==> src/rtl/mkio_loader_pkg.sv <==
// mkio_loader_pkg: shared types and constants for the DEV4 block loader.
// MKIO_LOADER_WORDCNT_EN reserves address 31 for the per-block word count.
package mkio_loader_pkg;
  localparam int ADDR_W  = 5;
  localparam int WORD_W  = 16;
  localparam int ENTRY_W = WORD_W + 1;
  localparam logic [ADDR_W-1:0] CNT_ADDR = 5'd31;
`ifdef MKIO_LOADER_WORDCNT_EN
  localparam logic [ADDR_W:0] LAST_DATA = 6'd30;
  typedef enum logic [2:0] {
    IDLE, SETUP, STROBE, HOLD, CSETUP, CSTROBE, CHOLD
  } loader_state_t;
`else
  localparam logic [ADDR_W:0] LAST_DATA = 6'd31;
  typedef enum logic [1:0] {
    IDLE, SETUP, STROBE, HOLD
  } loader_state_t;
`endif
endpackage

==> src/rtl/mkio_loader_fifo.sv <==
// mkio_loader_fifo: synchronous FIFO of {last, data} entries.
// Registered count, full and empty flags; full is held during reset.
module mkio_loader_fifo
  import mkio_loader_pkg::*;
#(
  parameter int FIFO_DEPTH = 8
) (
  input  logic               clk,
  input  logic               reset,
  input  logic               push,
  input  logic [ENTRY_W-1:0] wdata,
  input  logic               pop,
  output logic [ENTRY_W-1:0] rdata,
  output logic               full,
  output logic               empty
);
  localparam int AW = $clog2(FIFO_DEPTH);
  localparam logic [AW:0] FULL_CNT = (AW+1)'(FIFO_DEPTH);

  logic [ENTRY_W-1:0] mem [FIFO_DEPTH];
  logic [AW-1:0] wr_ptr, rd_ptr;
  logic [AW:0] count, cnt_n;
  logic do_push, do_pop;

  assign do_push = push && !full;
  assign do_pop  = pop && !empty;
  assign rdata   = mem[rd_ptr];

  always_comb begin
    cnt_n = count;
    if (do_push && !do_pop)
      cnt_n = count + (AW+1)'(1);
    else if (!do_push && do_pop)
      cnt_n = count - (AW+1)'(1);
  end

  // full reads high in reset so upstream sees s_ready low
  always_ff @(posedge clk) begin
    if (reset) begin
      wr_ptr <= '0;
      rd_ptr <= '0;
      count  <= '0;
      full   <= 1'b1;
      empty  <= 1'b1;
    end else begin
      if (do_push) wr_ptr <= wr_ptr + AW'(1);
      if (do_pop)  rd_ptr <= rd_ptr + AW'(1);
      count <= cnt_n;
      full  <= (cnt_n == FULL_CNT);
      empty <= (cnt_n == '0);
    end
  end

  always_ff @(posedge clk) begin
    if (do_push) mem[wr_ptr] <= wdata;
  end
endmodule

==> src/rtl/mkio_dev4_loader.sv <==
// mkio_dev4_loader: buffers a block stream and writes it into MKIO DEV4 memory.
// MKIO_LOADER_WORDCNT_EN appends the block word count at address 31.
module mkio_dev4_loader
  import mkio_loader_pkg::*;
#(
  parameter int FIFO_DEPTH = 8
) (
  input  logic              clk,
  input  logic              reset,
  input  logic              s_valid,
  output logic              s_ready,
  input  logic [WORD_W-1:0] s_data,
  input  logic              s_last,
  output logic [ADDR_W-1:0] addr_wr_dev4,
  output logic [WORD_W-1:0] in_data_dev4,
  output logic              clk_wr_dev4,
  output logic              we_dev4,
  input  logic              busy_dev4,
  output logic              block_done,
  output logic              overflow,
  input  logic              ovf_clr
);
  logic f_full, f_empty, push, pop;
  logic [ENTRY_W-1:0] head;

  loader_state_t state, state_n;
  logic [ADDR_W:0] wptr, wptr_n, wcnt, wcnt_n;
  logic cur_last, last_n;
  logic [ADDR_W-1:0] addr_n;
  logic [WORD_W-1:0] data_n;
  logic clkw_n, we_n, done_n, set_ovf, fetch, finish;
`ifdef MKIO_LOADER_WORDCNT_EN
  logic pend, pend_n;
`endif

  assign s_ready = !f_full;
  assign push    = s_valid && !f_full;

  mkio_loader_fifo #(
    .FIFO_DEPTH(FIFO_DEPTH)
  ) u_fifo (
    .clk  (clk),
    .reset(reset),
    .push (push),
    .wdata({s_last, s_data}),
    .pop  (pop),
    .rdata(head),
    .full (f_full),
    .empty(f_empty)
  );

  always_comb begin
    state_n = state;
    wptr_n  = wptr;
    wcnt_n  = wcnt;
    last_n  = cur_last;
    addr_n  = addr_wr_dev4;
    data_n  = in_data_dev4;
    clkw_n  = 1'b0;
    we_n    = we_dev4;
    done_n  = 1'b0;
    set_ovf = 1'b0;
    pop     = 1'b0;
    fetch   = 1'b0;
    finish  = 1'b0;
`ifdef MKIO_LOADER_WORDCNT_EN
    pend_n  = pend;
`endif
    unique case (state)
      IDLE: begin
        we_n = 1'b0;
`ifdef MKIO_LOADER_WORDCNT_EN
        finish = pend;
        fetch  = !pend;
`else
        fetch  = 1'b1;
`endif
      end
      SETUP: begin
        state_n = STROBE;
        clkw_n  = 1'b1;
      end
      STROBE: begin
        state_n = HOLD;
        wptr_n  = wptr + 6'd1;
        wcnt_n  = wcnt + 6'd1;
      end
      HOLD: begin
        state_n = IDLE;
        we_n    = 1'b0;
        finish  = cur_last;
        fetch   = !cur_last;
      end
`ifdef MKIO_LOADER_WORDCNT_EN
      CSETUP: begin
        state_n = CSTROBE;
        clkw_n  = 1'b1;
      end
      CSTROBE: state_n = CHOLD;
      CHOLD: begin
        state_n = IDLE;
        we_n    = 1'b0;
        done_n  = 1'b1;
        wptr_n  = '0;
        wcnt_n  = '0;
      end
`endif
      default: state_n = IDLE;
    endcase

    // a popped word beyond the data area is dropped without a strobe
    if (fetch && !f_empty && !busy_dev4) begin
      pop    = 1'b1;
      last_n = head[WORD_W];
      if (wptr > LAST_DATA) begin
        set_ovf = 1'b1;
        finish  = head[WORD_W];
      end else begin
        state_n = SETUP;
        addr_n  = wptr[ADDR_W-1:0];
        data_n  = head[WORD_W-1:0];
        we_n    = 1'b1;
      end
    end

    if (finish) begin
`ifdef MKIO_LOADER_WORDCNT_EN
      if (!busy_dev4) begin
        state_n = CSETUP;
        addr_n  = CNT_ADDR;
        data_n  = {10'd0, wcnt};
        we_n    = 1'b1;
        pend_n  = 1'b0;
      end else begin
        pend_n  = 1'b1;
      end
`else
      done_n = 1'b1;
      wptr_n = '0;
      wcnt_n = '0;
`endif
    end
  end

  always_ff @(posedge clk) begin
    if (reset) begin
      state        <= IDLE;
      wptr         <= '0;
      wcnt         <= '0;
      cur_last     <= 1'b0;
      addr_wr_dev4 <= '0;
      in_data_dev4 <= '0;
      clk_wr_dev4  <= 1'b0;
      we_dev4      <= 1'b0;
      block_done   <= 1'b0;
      overflow     <= 1'b0;
`ifdef MKIO_LOADER_WORDCNT_EN
      pend         <= 1'b0;
`endif
    end else begin
      state        <= state_n;
      wptr         <= wptr_n;
      wcnt         <= wcnt_n;
      cur_last     <= last_n;
      addr_wr_dev4 <= addr_n;
      in_data_dev4 <= data_n;
      clk_wr_dev4  <= clkw_n;
      we_dev4      <= we_n;
      block_done   <= done_n;
      overflow     <= set_ovf || (overflow && !ovf_clr);
`ifdef MKIO_LOADER_WORDCNT_EN
      pend         <= pend_n;
`endif
    end
  end
endmodule

==> config.mk <==
export PLATFORM = sky130hd
export DESIGN_NAME = mkio_dev4_loader
export DESIGN_NICKNAME = d
export VERILOG_FILES = /design/src/rtl/mkio_loader_pkg.sv /design/src/rtl/mkio_loader_fifo.sv /design/src/rtl/mkio_dev4_loader.sv
export SDC_FILE = /design/constraint.sdc
export NUM_CORES = 1
export LEC_CHECK = 0
export CAP_MARGIN = 20
export CORE_ASPECT_RATIO = 0.6
export CORE_MARGIN = 1
export CORE_UTILIZATION = 55
export CTS_BUF_LIST = sky130_fd_sc_hd__clkbuf_2 sky130_fd_sc_hd__clkbuf_4 sky130_fd_sc_hd__clkbuf_8
export CTS_CLUSTER_SIZE = 16
export DETAILED_ROUTE_END_ITERATION = 8
export PLACE_DENSITY = 0.78
export RECOVER_POWER = 25
export SLEW_MARGIN = 30
export SYNTH_ARGS = -nofsm -noshare
export SYNTH_HDL_FRONTEND = slang
export SYNTH_SLANG_ARGS = --single-unit
==> constraint.sdc <==
create_clock -name clk -period 2.7 [get_ports clk]
set_input_delay 0.405 -clock clk [delete_from_list [all_inputs] [get_ports clk]]
set_output_delay 0.405 -clock clk [all_outputs]
set_load 0.005 [all_outputs]
[Word-level counts from Yosys, hierarchy flattened]
Memories as Yosys holds them, arrays and structs flattened. A register that Yosys moved wholly into a read port is not among the register bits.
Index checks and enable logic that the tools add are counted.
Word-level totals
  flip-flop bits (word level): 46
  RAM bits: 136
  input port bits: 22
  output and inout port bits: 26
  logic and storage cells: 68
  memories kept: 1
Operators by class
  $add $sub $neg: 5
  order comparisons: 1
  eq/ne operators: 4
  multiplexer cells: 21
  bitwise gates (word level): 1
  reductions and logical operators: 21
Memories
  u_fifo.mem: words 8, width 17, read ports 1, clocked after memory_dff 1, wr ports 1, RTL line mkio_loader_fifo.sv:20  | logic [ENTRY_W-1:0] mem [FIFO_DEPTH];
Operators by type and width (number)
  two-way mux 1 bit: 13
  logical AND 1 bit: 8
  two-way mux 4 bit: 2
  logical NOT 1 bit: 7
  adder 3 x 1 -> 3 bit, second input constant: 2
  adder 6 x 1 -> 6 bit, second input constant: 1
  > comparator 6 x 5 -> 1 bit, second input constant: 1
  two-way mux 3 bit: 2
  one-hot mux 2 bit (3 select lines): 1
  adder 4 x 1 -> 4 bit, second input constant: 1
  == test 2 bit, second input constant: 2
  == test 4 bit, second input constant: 1
  logical NOT 4 bit: 1
  two-way mux 2 bit: 2
  OR reduction 2 bit: 2
  subtractor 4 x 1 -> 4 bit, second input constant: 1
  == test 2 x 1 -> 1 bit, second input constant: 1
  logical NOT 2 bit: 1
  one-hot mux 1 bit (2 select lines): 1
  AND reduction 2 bit: 1
  logical OR 1 bit: 1
  inverter 1 bit: 1

[Longest topological paths before layout]
Gate-level depths: netlist of the first run.
  depth after elaboration: 10
  gate-level depth with buffers: 9
  mapped depth without buffers: 7

[By module]
From an unflattened synthesis of the first run, not the netlist that was laid out.
Second synthesis, totals
  cells, all modules: 437
  area total of the unflattened synthesis: 7300.8 µm²
By module, submodules not included
  mkio_loader_fifo: times used 1, cells an instance 280, area each 5918.2 µm², seq. area each 4384.2 µm²
  mkio_dev4_loader: times used 1, cells an instance 157, area each 1382.6 µm², seq. area each 680.7 µm²

[Worst setup path after synthesis of the first run]
No wires, ideal clock.
  path kind: input to register
  start: input port s_valid
  end: memory u_fifo.mem[0][0] (netlist name), enable pin
  library setup time: 0.435 ns
  arrival: 2.319 ns
  slack: -0.054 ns
  cell stages on the path: 3
  buffers on the path: 1
  cells stage by stage: nand2b_1 -> clkbuf_1 -> nor4_1
On the way
  word-level cells in the longest chain between the ends: 4
Ends and longest elaborated chain
  start, declared: RTL line mkio_dev4_loader.sv:10  | input logic s_valid,
  logical AND 1 bit: RTL line mkio_dev4_loader.sv:37  | assign push = s_valid && !f_full;
  logical AND 1 bit: RTL line mkio_loader_fifo.sv:25  | assign do_push = push && !full;
  two-way mux 1 bit: RTL line mkio_loader_fifo.sv:55  | if (do_push) mem[wr_ptr] <= wdata;
  two-way mux 1 bit (not written as such): RTL line mkio_loader_fifo.sv:55
  end, declared: RTL line mkio_loader_fifo.sv:20
Every way passes these cells.

[Final worst setup path of the first run]
  start: register state[0]
  end: register u_fifo.empty
On the way
  word-level cells in the longest chain between the ends: 10
Ends and longest elaborated chain
  start, declared: RTL line mkio_dev4_loader.sv:26  | loader_state_t state, state_n;
  start signal, assigned: RTL line mkio_dev4_loader.sv:161  | state <= state_n;
  == test 2 bit or logical NOT 2 bit (tied branches): RTL line mkio_dev4_loader.sv:69  | unique case (state)
  one-hot mux 1 bit (2 select lines) *: RTL line mkio_dev4_loader.sv:69
  logical AND 1 bit * (2 in a row): RTL line mkio_dev4_loader.sv:112  | if (fetch && !f_empty && !busy_dev4) begin
  two-way mux 1 bit *: RTL line mkio_dev4_loader.sv:112
  logical AND 1 bit *: RTL line mkio_loader_fifo.sv:26  | assign do_pop = pop && !empty;
  logical AND 1 bit or logical NOT 1 bit (tied branches): RTL line mkio_loader_fifo.sv:33, mkio_loader_fifo.sv:31
  two-way mux 4 bit or logical AND 1 bit (tied branches): RTL line mkio_loader_fifo.sv:33, mkio_loader_fifo.sv:31
  two-way mux 4 bit *: RTL line mkio_loader_fifo.sv:31  | if (do_push && !do_pop)
  logical NOT 4 bit *: RTL line mkio_loader_fifo.sv:50  | empty <= (cnt_n == '0);
  end signal, assigned: RTL line mkio_loader_fifo.sv:50
  end, declared: RTL line mkio_loader_fifo.sv:15  | output logic empty
Mark *: on every way between the ends. The rest lies on a longest branch, timed or not.
A chain may end at the register's enable or synchronous reset.

==> results of run 1 <==
-- kinds of logic after synthesis --
group / count (synthesis)
flops: 185
simple gates: 91
mux: 63
compound gates: 31
buf+inv: 28
xor+xnor: 10
fa+ha+maj: 10
-- metal layers --
| metal | vias up | track usage (%) | part of all wire [%] |
|---|---|---|---|
| met2 | 107 | 32.0 | 48 |
| met4 | 0 | 5.41 | 0.72 |
| met3 | 8 | 4.97 | 6.1 |
| li1 | 1734 | - | - |
| met5 | - | 0 | 0 |
| met1 | 1805 | 29.4 | 45 |
-- power by group through the flow --
stage	Sequential (mW)	Combinational, mW	Clock [mW]
2_1_floorplan	3.50	0.960	0
3_3_place_gp	3.55	1.37	0
3_5_place_dp	3.57	1.41	0
4_1_cts	3.51	1.42	1.78
5_1_grt	3.54	1.54	1.90
6_report	3.51	1.40	1.75
-- critical path, stage by stage, from the launching register on --
cell and delay, ns:
dfxtp_1 0.37, inv_1 0.09, ha_1 0.33, nor3_1 0.36
o21ai_2 0.24, mux2i_1 0.29, mux2_2 0.38, nor3_1 0.17
-- sequential cells by signal, indices dropped and copies added, names as in the netlist, named ones only --
name,cells
wptr,6
u_fifo.rd_ptr,3
clk_wr_dev4,1
addr_wr_dev4,5
in_data_dev4,16
u_fifo.count,4
cur_last,1
u_fifo.full,1
block_done,1
we_dev4,1
u_fifo.empty,1
u_fifo.wr_ptr,3
u_fifo.mem,136
overflow,1
state,2
-- cell usage in the layout (no fill, tap or decap), types with 16 or more instances in the layout --
master,instances
a211oi_1,18
clkdlybuf4s50_1,34
nand2_1,16
edfxtp_1,136
dfxtp_1,48
nor2_1,39
clkbuf_8,17
buf_4,18
mux4_2,34
mux2i_1,25
-- worst paths after layout --
| check | start | to |
|---|---|---|
| max | state[0] | u_fifo.empty |
| min | reset | state[0] |
| max reg2reg | state[0] | u_fifo.empty |
| min reg2reg | cur_last | cur_last |
-- layout make-up --
| class | count | area (um2) | share of cell area (%) |
|---|---|---|---|
| clock buffer | 17 | 234 | 2.84 |
| inverter | 6 | 22.5 | 0.273 |
| timing repair buffer | 65 | 601 | 7.29 |
| tap | 165 | 206 | 2.51 |
| sequential | 185 | 5070 | 61.5 |
| multi-input combinational | 205 | 1960 | 23.8 |
| clock inverter | 15 | 146 | 1.78 |
-- stage by stage --
stage	cell area, um2	total power, mW	util, %	setup slack, ns	hold slack [ns]
floorplan	7110	4.46	-	0.160	0.445
global placement	7860	4.93	63.7	0.463	0.453
detailed placement	7860	4.98	63.7	0.398	0.462
CTS	8240	6.71	66.8	0.382	0.408
global route	8240	6.99	66.8	0.197	0.429
finish	8240	6.66	66.8	0.405	0.430
==> flow_summary.json, run 1 <==
{
  "start_kind": "flip-flop",
  "period_share_pct": 85.0,
  "rrSetupSlack_ns": 0.41,
  "worst_pin_slew_ns": 0.536,
  "p_int_mw": 4.75,
  "syn_to_final_growth_pct": 16.0,
  "firstDrtPassIters": 4,
  "overflow": 0,
  "antenna_found_initial": 0,
  "p_seq_share_pct": 52.7,
  "cts_setup_buffers": 0,
  "synth_most_common_cell": "edfxtp_1",
  "numPortBuffers": 47,
  "drive_gt1_share_pct": 20.9,
  "synth_compound_area_share_pct": 3.12,
  "synthAdderAreaFrac_pct": 1.76,
  "ioPinCount": 48,
  "endpoint_kind": "flip-flop",
  "required_ns": 3.07,
  "hold_viol_final": 0,
  "arrival_ns": 2.67,
  "clockBufferDepth": 2,
  "yosys.area_share.simple_pct": 5.97,
  "grt_max_degree": 26,
  "ys_async_sr_fraction_pct": 0,
  "worstHoldPathCells": 2,
  "final_cells": 658,
  "vdd_ir_drop_max_v": 0.000378,
  "synth_common_cells": "edfxtp_1, dfxtp_1, nor2_1",
  "switching_share_pct": 28.7,
  "die_height_um": 90.0,
  "yosysTopAreaCellShare_pct": 57.5,
  "clock_latency_ns": 0.44,
  "layout.nets": 512,
  "skew_ns": 0.0142,
  "p_per_area_nw_per_um2": 808,
  "yosys_warnings": 0,
  "hpwl_um": 7930,
  "ys_ff_latch": 185,
  "cts_resized": 0,
  "numClockSinks": 185,
  "hold_path_class": "primary input to flip-flop",
  "place.gp.congestion": 0.764,
  "drtIter0Drc": 361,
  "via_count": 3654,
  "avgViaCountPerCell": 5.55,
  "status": "finished, final reports clean",
  "relSlewSlack_pct": 64.3,
  "synth_ff_type": "edfxtp_1",
  "cts_buffers": 17,
  "synthCells": 418,
  "cts.clk_slew.worst_paths_ns": 0.10,
  "maxCapViolCount": 0,
  "tritoncts": "yes",
  "die_x_um": 149,
  "setup_tns_ns": 0,
  "syn_nets": 450,
  "p_sw_mw": 1.91,
  "wirelength_um": 12800,
  "r2r_cells": 7,
  "crit_fanout": 9,
  "combPwrFrac_pct": 21.1,
  "post-route-drc-count": 0,
  "core_um2": 12300,
  "setup_viol": 0,
  "syn_area_um2": 7100,
  "cts_hold_buf": 0,
  "htreeDepth": 4,
  "num_antenna_cells": 0,
  "grt_pass1_wl_um": 19800,
  "synthTopCellsByArea": "edfxtp_1, dfxtp_1, mux4_2",
  "synth_top_family_by_area": "multiplexers",
  "muxShareOfSynthArea_pct": 14.9,
  "path_class": "flip-flop to flip-flop",
  "rsz0062_at_grt": "no",
  "post_drt_wl_per_cell_um": 19.4,
  "root_buffer": "clkbuf_8",
  "synth.avg_cell_area_um2": 17.0,
  "clockPowerShare_pct": 26.2,
  "fillers": 828,
  "drv_slew": 0,
  "leakagePower_nw": 2.66,
  "dp_cells": 626,
  "synth_cell_types": 34,
  "max_freq_ghz": 0.436,
  "synth_edf_count": 136,
  "initial_core_util_pct": 57.6,
  "period_minus_slack_ns": 2.29,
  "ys_seq_area_share_pct": 71.3,
  "synth_xor_area_share_pct": 1.23,
  "grt_pass1_vias": 3682,
  "drt.antenna.violating_nets": 0,
  "yosysTopAreaCell": "edfxtp_1",
  "track_usage_pct": 20.6,
  "num_rows": 31,
  "die_area_um2": 13400
}
(Power assumes the default switching activity.)
==> inputs of run 2 (changes only) <==
--- a/config.mk
+++ b/config.mk
@@ -8,11 +8,11 @@
 export CAP_MARGIN = 20
 export CORE_ASPECT_RATIO = 0.6
 export CORE_MARGIN = 1
-export CORE_UTILIZATION = 55
+export CORE_UTILIZATION = 60
 export CTS_BUF_LIST = sky130_fd_sc_hd__clkbuf_2 sky130_fd_sc_hd__clkbuf_4 sky130_fd_sc_hd__clkbuf_8
 export CTS_CLUSTER_SIZE = 16
 export DETAILED_ROUTE_END_ITERATION = 8
-export PLACE_DENSITY = 0.78
+export PLACE_DENSITY = 0.81
 export RECOVER_POWER = 25
 export SLEW_MARGIN = 30
 export SYNTH_ARGS = -nofsm -noshare
==> constraint.sdc (replaced) <==
create_clock -name clk -period 2.2 [get_ports clk]
set_input_delay 0.33 -clock clk [delete_from_list [all_inputs] [get_ports clk]]
set_output_delay 0.33 -clock clk [all_outputs]
set_load 0.005 [all_outputs]
==> run 2 against run 1 <==
Clock skew shrank 0.0014 ns. Maximum frequency rose by 12%. Global-route usage rose by 3.1 points. Die area shrank 8.2%. Design area rose by 1.5%. First-iteration DRC count shrank 35%. Non-clock buffer count rose by 9. Critical path type unchanged.
==> flow_summary.json, run 2 (synthesis results as in run 1) <==
{
  "busiest_layer": "met2",
  "grt_use_met2_pct": 38.0,
  "firstDrtPassIters": 4,
  "relSlewSlack_pct": 73.8,
  "fillers": 706,
  "track_usage_pct": 23.7,
  "r2r_cells": 8,
  "worst_pin_slew_ns": 0.393,
  "numClockSinks": 185,
  "endpoint_kind": "flip-flop",
  "max_freq_ghz": 0.488,
  "drv_slew": 0,
  "p_sw_mw": 2.29,
  "clockPowerShare_pct": 24.3,
  "grt_pass1_wl_um": 20800,
  "num_antenna_cells": 0,
  "layout_commonest_cell": "edfxtp_1",
  "drt.antenna.violating_nets": 0,
  "clockBufferDepth": 2,
  "rsz0062_at_grt": "no",
  "whs_endpoint": "u_fifo.wr_ptr[0]",
  "htreeDepth": 4,
  "cts_resized": 0,
  "tritoncts": "yes",
  "wirelength_um": 13300,
  "use_met3_pct": 5.19,
  "status": "finished, final reports clean",
  "period_share_pct": 93.1,
  "post-route-drc-count": 0,
  "root_buffer": "clkbuf_8",
  "placed_area_um2": 8010,
  "clock_latency_ns": 0.45,
  "timing.rr.end": "u_fifo.empty",
  "drive_gt1_share_pct": 22.7,
  "p_seq_share_pct": 52.6,
  "reg_top3": "u_fifo.mem (136), in_data_dev4 (16), wptr (6)",
  "drtIter0Drc": 236,
  "crit_fanout": 7,
  "dpl_worst_slack_ns": 0.0794,
  "num_rows": 30,
  "grt_max_degree": 34,
  "initial_core_util_pct": 62.3,
  "die_area_um2": 12300,
  "cts_buffers": 17,
  "p_per_area_nw_per_um2": 973,
  "grt_pass1_vias": 3866,
  "hold_path_class": "primary input to flip-flop",
  "die_x_um": 142,
  "leakagePower_nw": 2.70,
  "largest_reg_flops": 136,
  "final_cell_area_um2": 8360,
  "skew_ns": 0.0128,
  "post_drt_wl_per_cell_um": 20.1,
  "path_class": "flip-flop to flip-flop",
  "place.gp.congestion": 0.772,
  "antenna_found_initial": 0,
  "ioPinCount": 48,
  "setup_viol": 0,
  "worstHoldPathCells": 2,
  "overflow": 0,
  "hold_viol_final": 0,
  "vdd_ir_drop_max_v": 0.000480,
  "die_height_um": 86.3,
  "top_register": "u_fifo.mem",
  "rrSetupSlack_ns": 0.15,
  "use_met1_pct": 32.5,
  "cts_setup_buffers": 0,
  "min-delay-start": "reset",
  "numPortBuffers": 47,
  "rr_startpoint": "state[0]",
  "cts.clk_slew.worst_paths_ns": 0.10,
  "via_count": 3813,
  "cts_hold_buf": 0,
  "fin_ws_ns": 0.151,
  "final_cell_mix": "edfxtp_1, dfxtp_1, nor2_1",
  "core_um2": 11400,
  "setup_tns_ns": 0,
  "avgViaCountPerCell": 5.76,
  "syn_to_final_growth_pct": 17.7,
  "required_ns": 2.58,
  "switching_share_pct": 28.1,
  "final_core_util_pct": 73.3,
  "layout.nets": 521,
  "maxCapViolCount": 0,
  "p_int_mw": 5.85,
  "combPwrFrac_pct": 23.1,
  "period_minus_slack_ns": 2.05,
  "arrival_ns": 2.43,
  "start_kind": "flip-flop",
  "hpwl_um": 8700
}
## run 2: area by class of cell
type,instances,area (um2),share of cell area [%]
flip-flops and latches,185,5070,60.6
clock buffers,17,234,2.80
well taps,160,200,2.39
clock inverters,15,104,1.24
multi-input cells,205,1980,23.7
inverters,6,22.5,0.269
repair buffers,74,756,9.04
## run 2: how the worst max path moves through the flow
| stage | from | endpoint | slack [ns] | cells past startpoint |
|---|---|---|---|---|
| after floorplan | u_fifo.full | u_fifo.mem[2][0] | -0.10 | 3 |
| after global placement | state[0] | u_fifo.empty | 0.16 | 8 |
| after detailed placement | state[0] | u_fifo.empty | 0.08 | 8 |
| after CTS | state[0] | u_fifo.empty | 0.07 | 8 |
| after global routing | state[0] | u_fifo.empty | 0.003 | 8 |
| final | state[0] | u_fifo.empty | 0.15 | 8 |
## run 2: per-stage QoR
stage | hold slack (ns) | power, mW | std cells
6_report | 0.277 | 8.14 | 662
5_1_grt | 0.280 | 8.51 | 662
3_5_place_dp | 0.482 | 6.23 | 630
3_3_place_gp | 0.455 | 6.15 | 630
2_1_floorplan | 0.429 | 5.48 | 418
4_1_cts | 0.250 | 8.17 | 662
## run 2: power groups by stage
| stage | Sequential (mW) | Clock (mW) | Combinational (mW) |
|---|---|---|---|
| 2_1_floorplan | 4.30 | 0 | 1.18 |
| 3_3_place_gp | 4.33 | 0 | 1.82 |
| 3_5_place_dp | 4.35 | 0 | 1.88 |
| 4_1_cts | 4.27 | 2.01 | 1.88 |
| 5_1_grt | 4.31 | 2.14 | 2.05 |
| 6_report | 4.28 | 1.98 | 1.88 |
## run 2: layer usage
layer	vias up	part of all wire, %	routed length, um
met5	-	0	0
met3	21	4.6	606
met1	1953	46	6070
met2	94	48	6410
met4	0	1.5	198
li1	1745	-	-
## run 2: worst max-delay path, cell delays in order, from the launching register on
cell and delay, ns:
dfxtp_2 0.36, inv_1 0.08, ha_1 0.33, nor3_2 0.19, buf_4 0.15, o21ai_4 0.10
mux2i_2 0.23, mux2_2 0.37, nor3_1 0.17
==> inputs of run 3 (changes only) <==
--- a/config.mk
+++ b/config.mk
@@ -5,6 +5,7 @@
 export SDC_FILE = /design/constraint.sdc
 export NUM_CORES = 1
 export LEC_CHECK = 0
+export ABC_CLOCK_PERIOD_IN_PS = 2200
 export CAP_MARGIN = 20
 export CORE_ASPECT_RATIO = 0.6
 export CORE_MARGIN = 1
@@ -14,7 +15,7 @@
 export DETAILED_ROUTE_END_ITERATION = 8
 export PLACE_DENSITY = 0.81
 export RECOVER_POWER = 25
-export SLEW_MARGIN = 30
+export SLEW_MARGIN = 10
 export SYNTH_ARGS = -nofsm -noshare
 export SYNTH_HDL_FRONTEND = slang
 export SYNTH_SLANG_ARGS = --single-unit
==> results of run 3 <==
No change in the layout: final DEF, timing and power equal those of run 2.
